File: config.mk
export PLATFORM = sky130hd
export DESIGN_NAME = sobel_edge_detect_flat
export DESIGN_NICKNAME = d
export VERILOG_FILES = /design/src/rtl/sobel_edge_detect_if.sv /design/src/rtl/sobel_edge_detect.sv /design/src/flat_wrapper.sv
export SDC_FILE = /design/constraint.sdc
export NUM_CORES = 1
export LEC_CHECK = 0
export BUFFER_PORTS_ARGS = -buffer_cell sky130_fd_sc_hd__buf_2
export CAP_MARGIN = 20
export CORE_UTILIZATION = 45
export CTS_BUF_LIST = sky130_fd_sc_hd__clkbuf_4
export DETAILED_ROUTE_END_ITERATION = 10
export PLACE_DENSITY = 0.66
export SLEW_MARGIN = 20
export SYNTH_ARGS = -nofsm -noshare
export SYNTH_HDL_FRONTEND = slang
export SYNTH_SLANG_ARGS = --single-unit
File: constraint.sdc
create_clock -name clk -period 4.55 [get_ports clk]
set_input_delay 0.91 -clock clk [delete_from_list [all_inputs] [get_ports clk]]
set_output_delay 0.91 -clock clk [all_outputs]
set_load 0.02 [all_outputs]
File: src/rtl/sobel_edge_detect_if.sv
// Window stream into the Sobel stage and the edge pixel stream out of it.
// The master drives windows; the slave (the Sobel stage) drives edge results.
interface sobel_edge_detect_if;
   logic        matrix_frame_wr_en;
   logic [7:0]  matrix_p11;
   logic [7:0]  matrix_p12;
   logic [7:0]  matrix_p13;
   logic [7:0]  matrix_p21;
   logic [7:0]  matrix_p22;
   logic [7:0]  matrix_p23;
   logic [7:0]  matrix_p31;
   logic [7:0]  matrix_p32;
   logic [7:0]  matrix_p33;
   logic [7:0]  threshold;
   logic        edge_wr_en;
   logic [7:0]  edge_mag;
   logic [7:0]  edge_out;
   logic        edge_frame_done;
   logic [19:0] edge_count;

   modport master (
      output matrix_frame_wr_en, matrix_p11, matrix_p12, matrix_p13,
             matrix_p21, matrix_p22, matrix_p23,
             matrix_p31, matrix_p32, matrix_p33, threshold,
      input  edge_wr_en, edge_mag, edge_out, edge_frame_done, edge_count
   );

   modport slave (
      input  matrix_frame_wr_en, matrix_p11, matrix_p12, matrix_p13,
             matrix_p21, matrix_p22, matrix_p23,
             matrix_p31, matrix_p32, matrix_p33, threshold,
      output edge_wr_en, edge_mag, edge_out, edge_frame_done, edge_count
   );
endinterface

File: src/rtl/sobel_edge_detect.sv
// Three-stage pipelined Sobel gradient magnitude with threshold, plus per-frame
// output position tracking and edge-pixel counting.
module sobel_edge_detect #(
   parameter int IMG_WIDTH  = 640,
   parameter int IMG_HEIGHT = 480
) (
   input logic               clk,
   input logic               rst_n,
   sobel_edge_detect_if.slave sif
);

   localparam int COL_W = (IMG_WIDTH  > 1) ? $clog2(IMG_WIDTH)  : 1;
   localparam int ROW_W = (IMG_HEIGHT > 1) ? $clog2(IMG_HEIGHT) : 1;

   function automatic logic [9:0] weighted_sum(input logic [7:0] a, input logic [7:0] b,
                                               input logic [7:0] c);
      return {2'b00, a} + {1'b0, b, 1'b0} + {2'b00, c};
   endfunction

   // Magnitude of a difference taken as larger minus smaller, so it never wraps.
   function automatic logic [9:0] abs_diff(input logic [9:0] a, input logic [9:0] b);
      return (a >= b) ? (a - b) : (b - a);
   endfunction

   logic [9:0]       gx_pos_s, gx_neg_s, gy_pos_s, gy_neg_s;
   logic             v1_r, v2_r;
   logic [9:0]       gx_pos_r, gx_neg_r, gy_pos_r, gy_neg_r;
   logic [7:0]       thr1_r, thr2_r;
   logic [9:0]       abs_gx_r, abs_gy_r;
   logic [10:0]      sum_s;
   logic [7:0]       mag_s;
   logic             is_edge_s;
   logic             last_col_s, last_row_s;
   logic             edge_wr_en_r, frame_done_r;
   logic [7:0]       edge_mag_r, edge_out_r;
   logic [19:0]      edge_count_r, run_r;
   logic [COL_W-1:0] col_r;
   logic [ROW_W-1:0] row_r;

   assign gx_pos_s = weighted_sum(sif.matrix_p13, sif.matrix_p23, sif.matrix_p33);
   assign gx_neg_s = weighted_sum(sif.matrix_p11, sif.matrix_p21, sif.matrix_p31);
   assign gy_pos_s = weighted_sum(sif.matrix_p31, sif.matrix_p32, sif.matrix_p33);
   assign gy_neg_s = weighted_sum(sif.matrix_p11, sif.matrix_p12, sif.matrix_p13);

   // Stage 1: partial sums and the threshold that belongs to this window.
   always_ff @(posedge clk or negedge rst_n) begin
      if (!rst_n) begin
         v1_r     <= 1'b0;
         gx_pos_r <= 10'd0;
         gx_neg_r <= 10'd0;
         gy_pos_r <= 10'd0;
         gy_neg_r <= 10'd0;
         thr1_r   <= 8'd0;
      end else begin
         v1_r <= sif.matrix_frame_wr_en;
         if (sif.matrix_frame_wr_en) begin
            gx_pos_r <= gx_pos_s;
            gx_neg_r <= gx_neg_s;
            gy_pos_r <= gy_pos_s;
            gy_neg_r <= gy_neg_s;
            thr1_r   <= sif.threshold;
         end
      end
   end

   // Stage 2: absolute gradients.
   always_ff @(posedge clk or negedge rst_n) begin
      if (!rst_n) begin
         v2_r     <= 1'b0;
         abs_gx_r <= 10'd0;
         abs_gy_r <= 10'd0;
         thr2_r   <= 8'd0;
      end else begin
         v2_r <= v1_r;
         if (v1_r) begin
            abs_gx_r <= abs_diff(gx_pos_r, gx_neg_r);
            abs_gy_r <= abs_diff(gy_pos_r, gy_neg_r);
            thr2_r   <= thr1_r;
         end
      end
   end

   assign sum_s      = {1'b0, abs_gx_r} + {1'b0, abs_gy_r};
   assign mag_s      = (sum_s >= 11'd255) ? 8'hFF : sum_s[7:0];
   assign is_edge_s  = (mag_s > thr2_r);
   assign last_col_s = (col_r == COL_W'(IMG_WIDTH - 1));
   assign last_row_s = (row_r == ROW_W'(IMG_HEIGHT - 1));

   // Stage 3: saturated magnitude and binary edge pixel; values hold between valids.
   always_ff @(posedge clk or negedge rst_n) begin
      if (!rst_n) begin
         edge_wr_en_r <= 1'b0;
         edge_mag_r   <= 8'd0;
         edge_out_r   <= 8'd0;
      end else begin
         edge_wr_en_r <= v2_r;
         if (v2_r) begin
            edge_mag_r <= mag_s;
            edge_out_r <= is_edge_s ? 8'hFF : 8'h00;
         end
      end
   end

   // Frame position and edge counting, advanced with every emitted pixel.
   always_ff @(posedge clk or negedge rst_n) begin
      if (!rst_n) begin
         col_r        <= '0;
         row_r        <= '0;
         run_r        <= 20'd0;
         edge_count_r <= 20'd0;
         frame_done_r <= 1'b0;
      end else begin
         frame_done_r <= v2_r && last_col_s && last_row_s;
         if (v2_r) begin
            if (last_col_s && last_row_s) begin
               edge_count_r <= run_r + {19'd0, is_edge_s};
               run_r        <= 20'd0;
               col_r        <= '0;
               row_r        <= '0;
            end else begin
               run_r <= run_r + {19'd0, is_edge_s};
               if (last_col_s) begin
                  col_r <= '0;
                  row_r <= row_r + ROW_W'(1);
               end else begin
                  col_r <= col_r + COL_W'(1);
               end
            end
         end
      end
   end

   assign sif.edge_wr_en      = edge_wr_en_r;
   assign sif.edge_mag        = edge_mag_r;
   assign sif.edge_out        = edge_out_r;
   assign sif.edge_frame_done = frame_done_r;
   assign sif.edge_count      = edge_count_r;

endmodule

File: src/flat_wrapper.sv
// flat-port wrapper written by rule: the top's interface ports become plain ports
module sobel_edge_detect_flat 
#(
   parameter int IMG_WIDTH  = 640,
   parameter int IMG_HEIGHT = 480
)
  (clk, rst_n, sif_matrix_frame_wr_en, sif_matrix_p11, sif_matrix_p12, sif_matrix_p13, sif_matrix_p21, sif_matrix_p22, sif_matrix_p23, sif_matrix_p31, sif_matrix_p32, sif_matrix_p33, sif_threshold, sif_edge_wr_en, sif_edge_mag, sif_edge_out, sif_edge_frame_done, sif_edge_count);
  sobel_edge_detect_if sif_i ();
  input logic clk;
  input logic rst_n;
  input wire logic [$bits(sif_i.matrix_frame_wr_en)-1:0] sif_matrix_frame_wr_en;
  input wire logic [$bits(sif_i.matrix_p11)-1:0] sif_matrix_p11;
  input wire logic [$bits(sif_i.matrix_p12)-1:0] sif_matrix_p12;
  input wire logic [$bits(sif_i.matrix_p13)-1:0] sif_matrix_p13;
  input wire logic [$bits(sif_i.matrix_p21)-1:0] sif_matrix_p21;
  input wire logic [$bits(sif_i.matrix_p22)-1:0] sif_matrix_p22;
  input wire logic [$bits(sif_i.matrix_p23)-1:0] sif_matrix_p23;
  input wire logic [$bits(sif_i.matrix_p31)-1:0] sif_matrix_p31;
  input wire logic [$bits(sif_i.matrix_p32)-1:0] sif_matrix_p32;
  input wire logic [$bits(sif_i.matrix_p33)-1:0] sif_matrix_p33;
  input wire logic [$bits(sif_i.threshold)-1:0] sif_threshold;
  output wire logic [$bits(sif_i.edge_wr_en)-1:0] sif_edge_wr_en;
  output wire logic [$bits(sif_i.edge_mag)-1:0] sif_edge_mag;
  output wire logic [$bits(sif_i.edge_out)-1:0] sif_edge_out;
  output wire logic [$bits(sif_i.edge_frame_done)-1:0] sif_edge_frame_done;
  output wire logic [$bits(sif_i.edge_count)-1:0] sif_edge_count;
  assign sif_i.matrix_frame_wr_en = sif_matrix_frame_wr_en;
  assign sif_i.matrix_p11 = sif_matrix_p11;
  assign sif_i.matrix_p12 = sif_matrix_p12;
  assign sif_i.matrix_p13 = sif_matrix_p13;
  assign sif_i.matrix_p21 = sif_matrix_p21;
  assign sif_i.matrix_p22 = sif_matrix_p22;
  assign sif_i.matrix_p23 = sif_matrix_p23;
  assign sif_i.matrix_p31 = sif_matrix_p31;
  assign sif_i.matrix_p32 = sif_matrix_p32;
  assign sif_i.matrix_p33 = sif_matrix_p33;
  assign sif_i.threshold = sif_threshold;
  assign sif_edge_wr_en = sif_i.edge_wr_en;
  assign sif_edge_mag = sif_i.edge_mag;
  assign sif_edge_out = sif_i.edge_out;
  assign sif_edge_frame_done = sif_i.edge_frame_done;
  assign sif_edge_count = sif_i.edge_count;
  sobel_edge_detect #(.IMG_WIDTH(IMG_WIDTH), .IMG_HEIGHT(IMG_HEIGHT)) u_core (.clk(clk), .rst_n(rst_n), .sif(sif_i));
endmodule
==> run metrics <==
share of layout cells above drive strength 1=0.183; static leakage=5.58 nW; outcome=completed; fin nets=1,413; # setup viols final=0; io pins=121; drt via density=5.31; routed len/inst=14.8 um; Slew headroom=0.343; multi-input logic area=6100 um2; post-synthesis mux area share=0.0419; Pwr Density=500 nW/um2; Synth Area in XOR/XNOR=0.0487; fin crit period=4520 ps; Final period util=0.993; vias in the first global route=7,792; final core utilization=0.523; critical path required time=5060 ps; antenna violations before repair=1; CTS buffer count=17; Max Slew Vio Count=0; Comb pwr share=0.549; RD Place Congestion=0.873; CP arrival=5030 ps; DIE HEIGHT=153 um; area grow syn2layout=12.8%; DP Cell Count=1,454; CTS max path bufs=2; Reg power frac=0.310; setup repair after global routing missed its margin=yes; Sw Share=0.429; most frequent cell after synthesis=dfrtp_1; pin count of the biggest net entering global routing=98; Core ar.=22,100 um2; GRT overflow=0; register area=3700 um2; Vias=7,917; worst-margin pin slew=982 ps; Post-synth EDFFs=0; Hold Fails Final Rpt=0; starting density of the core=0.464; asr flop ratio synth=1.00; adder-cell share of the synthesized area=0.190; Simple-Gate Fraction of Synth Area=0.147; Routed Antenna Nets=0; max frequency=0.221 GHz; P_sw=0.00248 W; number of port buffers=112; worst-case clock skew=31.9 ps; internal power=0.00330 W; crit path launch=u_core.abs_gx_r[0]; Worst setup SP type=flop; Root Driver=clkbuf_4; largest family of logic cells by synthesized area=adder cells; Cell Rows=54; final wirelength=22.1 mm; total track usage=0.199; yosys warns=0; DIE AREA=23,400 um2; die width=153 um; setup TNS=0 ps; Initial DRC Count=356; worst skew pair latency=570 ps; Post-Syn Instances=1,083; DRT Pass-1 Iters=5; H-tree depth=4; clock tree from TritonCTS=built; Final HPWL DP=16.9 mm; clock sink total=148; Min-Delay Path Class=in2async; Reg clk slew, reported paths=150 ps; worst vdd ir=0.000193 V; max cap viols=0; Synth Area per Inst=9.46 um2; Mapped Area=10,200 um2; FF+latch count, synth=148; Clk pwr share=0.141; Unique masters post-synth=64; Post-Layout Cell Count=1,491; minimum hold slack=447 ps; Filler Cell Count=2,078; R2R Path Start=u_core.abs_gx_r[0]; top cells by area, synth=dfrtp_1 (36%), ha_1 (12%), fa_1 (7.2%); crit path max fanout=3; most frequent cells after synthesis=dfrtp_1 (148), nand2_1 (110), ha_1 (96); Critical Path Sink Type=flop; Compound-Gate Fraction of Synth Area=0.159; first-pass GRT wire length=37.7 mm; CTS Hold Bufs=0; top-area cell type share of the netlist area=0.361; syn nets=1,299; CP Class=reg2reg; DRC violation count after routing=0; Yosys top cell by area=dfrtp_1; predominant post-synthesis flop cell=dfrtp_1; Seq/Total Area, Yosys=0.361
## worst max-delay path, cell delays in order (launching register included)
cell and delay [ps]:
dfrtp_1 410, ha_2 200, fa_2 340, a21o_1 170, a21oi_2 160, o21ai_1 80
a31oi_1 210, mux2i_1 130, or2_4 260, ha_1 290, nor2b_1 140, o21a_1 130
o21ai_2 50, nand2b_1 70, a21oi_1 60, o21a_1 180, nor2_1 110, ha_2 230
ha_4 150, nand2_4 50, nor4_4 320, buf_4 160, nand4_1 130, buf_4 180
xor2_1 130, a21oi_1 140
## timing repair
item / in CTS / in global routing
pin swaps: 2 / 12
endpoints found under the hold margin: 0 / 0
setup endpoints to repair: 10 / 29
resized for setup: 4 / 20
buffers inserted: 1 / 3
## layout make-up
cell class	instances	area share
Tap cell	280	0.0303
Clock buffer	17	0.0110
Inverter	86	0.0279
Multi-Input combinational cell	802	0.528
Clock inverter	15	0.0126
Timing Repair Buffer	142	0.0692
Sequential cell	148	0.321
Antenna cell	1	0.000217
## cell usage in the layout (no fill, tap or decap), types with 4 or more instances in the layout
| cell type | instances |
|---|---|
| dfrtp_1 | 148 |
| buf_2 | 111 |
| nand2_1 | 108 |
| ha_1 | 92 |
| inv_1 | 86 |
| o21ai_0 | 84 |
| a21oi_1 | 67 |
| nor2_1 | 63 |
| fa_1 | 36 |
| xnor2_1 | 35 |
| buf_4 | 28 |
| a21o_1 | 27 |
| mux2_2 | 23 |
| nand3_1 | 21 |
| xor2_1 | 20 |
| mux2i_1 | 17 |
| clkbuf_4 | 17 |
| nor2b_1 | 15 |
| and3_1 | 15 |
| nand2b_1 | 13 |
| nor3_1 | 13 |
| nand4_1 | 12 |
| a31oi_1 | 12 |
| o31ai_1 | 11 |
| a21boi_0 | 11 |
| o21ai_1 | 7 |
| o21a_1 | 6 |
| or4_1 | 6 |
| nand3b_1 | 5 |
| a22o_1 | 5 |
| and4b_1 | 5 |
| or3_1 | 4 |
| a311oi_1 | 4 |
| inv_6 | 4 |
## per-stage QoR
step | instance area [um2] | worst slack, ps | total power [W]
final | 11600 | 30.1 | 0.00578
after floorplan | 10300 | 69.7 | 0.00412
after CTS | 11500 | 4.80 | 0.00576
after global routing | 11600 | -189 | 0.00629
after detailed placement | 11200 | -82.2 | 0.00491
after global placement | 11200 | 14.6 | 0.00486
## cell families (layout without fill, tap and decap cells)
| family | Yosys count | count (layout) |
|---|---|---|
| XOR/XNOR | 57 | 57 |
| multiplexers | 40 | 40 |
| other | 0 | 1 |
| adder cells (fa/ha/maj) | 133 | 133 |
| flip-flops | 148 | 148 |
| AND/OR/NAND/NOR | 307 | 307 |
| buffers and inverters | 133 | 260 |
| AO/OA/AOI/OAI | 265 | 265 |
## routing by layer
metal,up-vias,wire (um),track usage
met5,-,0,0
met4,0,461,0.0640
met3,33,678,0.0303
met2,182,10500,0.342
met1,3712,10500,0.258
li1,3990,-,-
## path summary, 6_finish.rpt
kind | slack (ps) | end | cells after the start
max | 30 | u_core.sif.edge_count[14] | 25
min | 450 | u_core.sif.edge_wr_en | 1
max reg2reg | 30 | u_core.sif.edge_count[14] | 25
min reg2reg | 500 | u_core.col_r[4] | 1
max in group asynchronous | 3230 | u_core.row_r[4] | 2
min in group clk | 500 | u_core.col_r[4] | 1
## power by group through the flow
stage | sequential, W | clock, W | combinational [W]
4_1_cts | 0.00179 | 0.000841 | 0.00313
3_5_place_dp | 0.00182 | 0 | 0.00310
6_report | 0.00179 | 0.000815 | 0.00317
3_3_place_gp | 0.00181 | 0 | 0.00305
2_1_floorplan | 0.00179 | 0 | 0.00233
5_1_grt | 0.00183 | 0.000893 | 0.00357
Power figures use the tool's default switching activity.
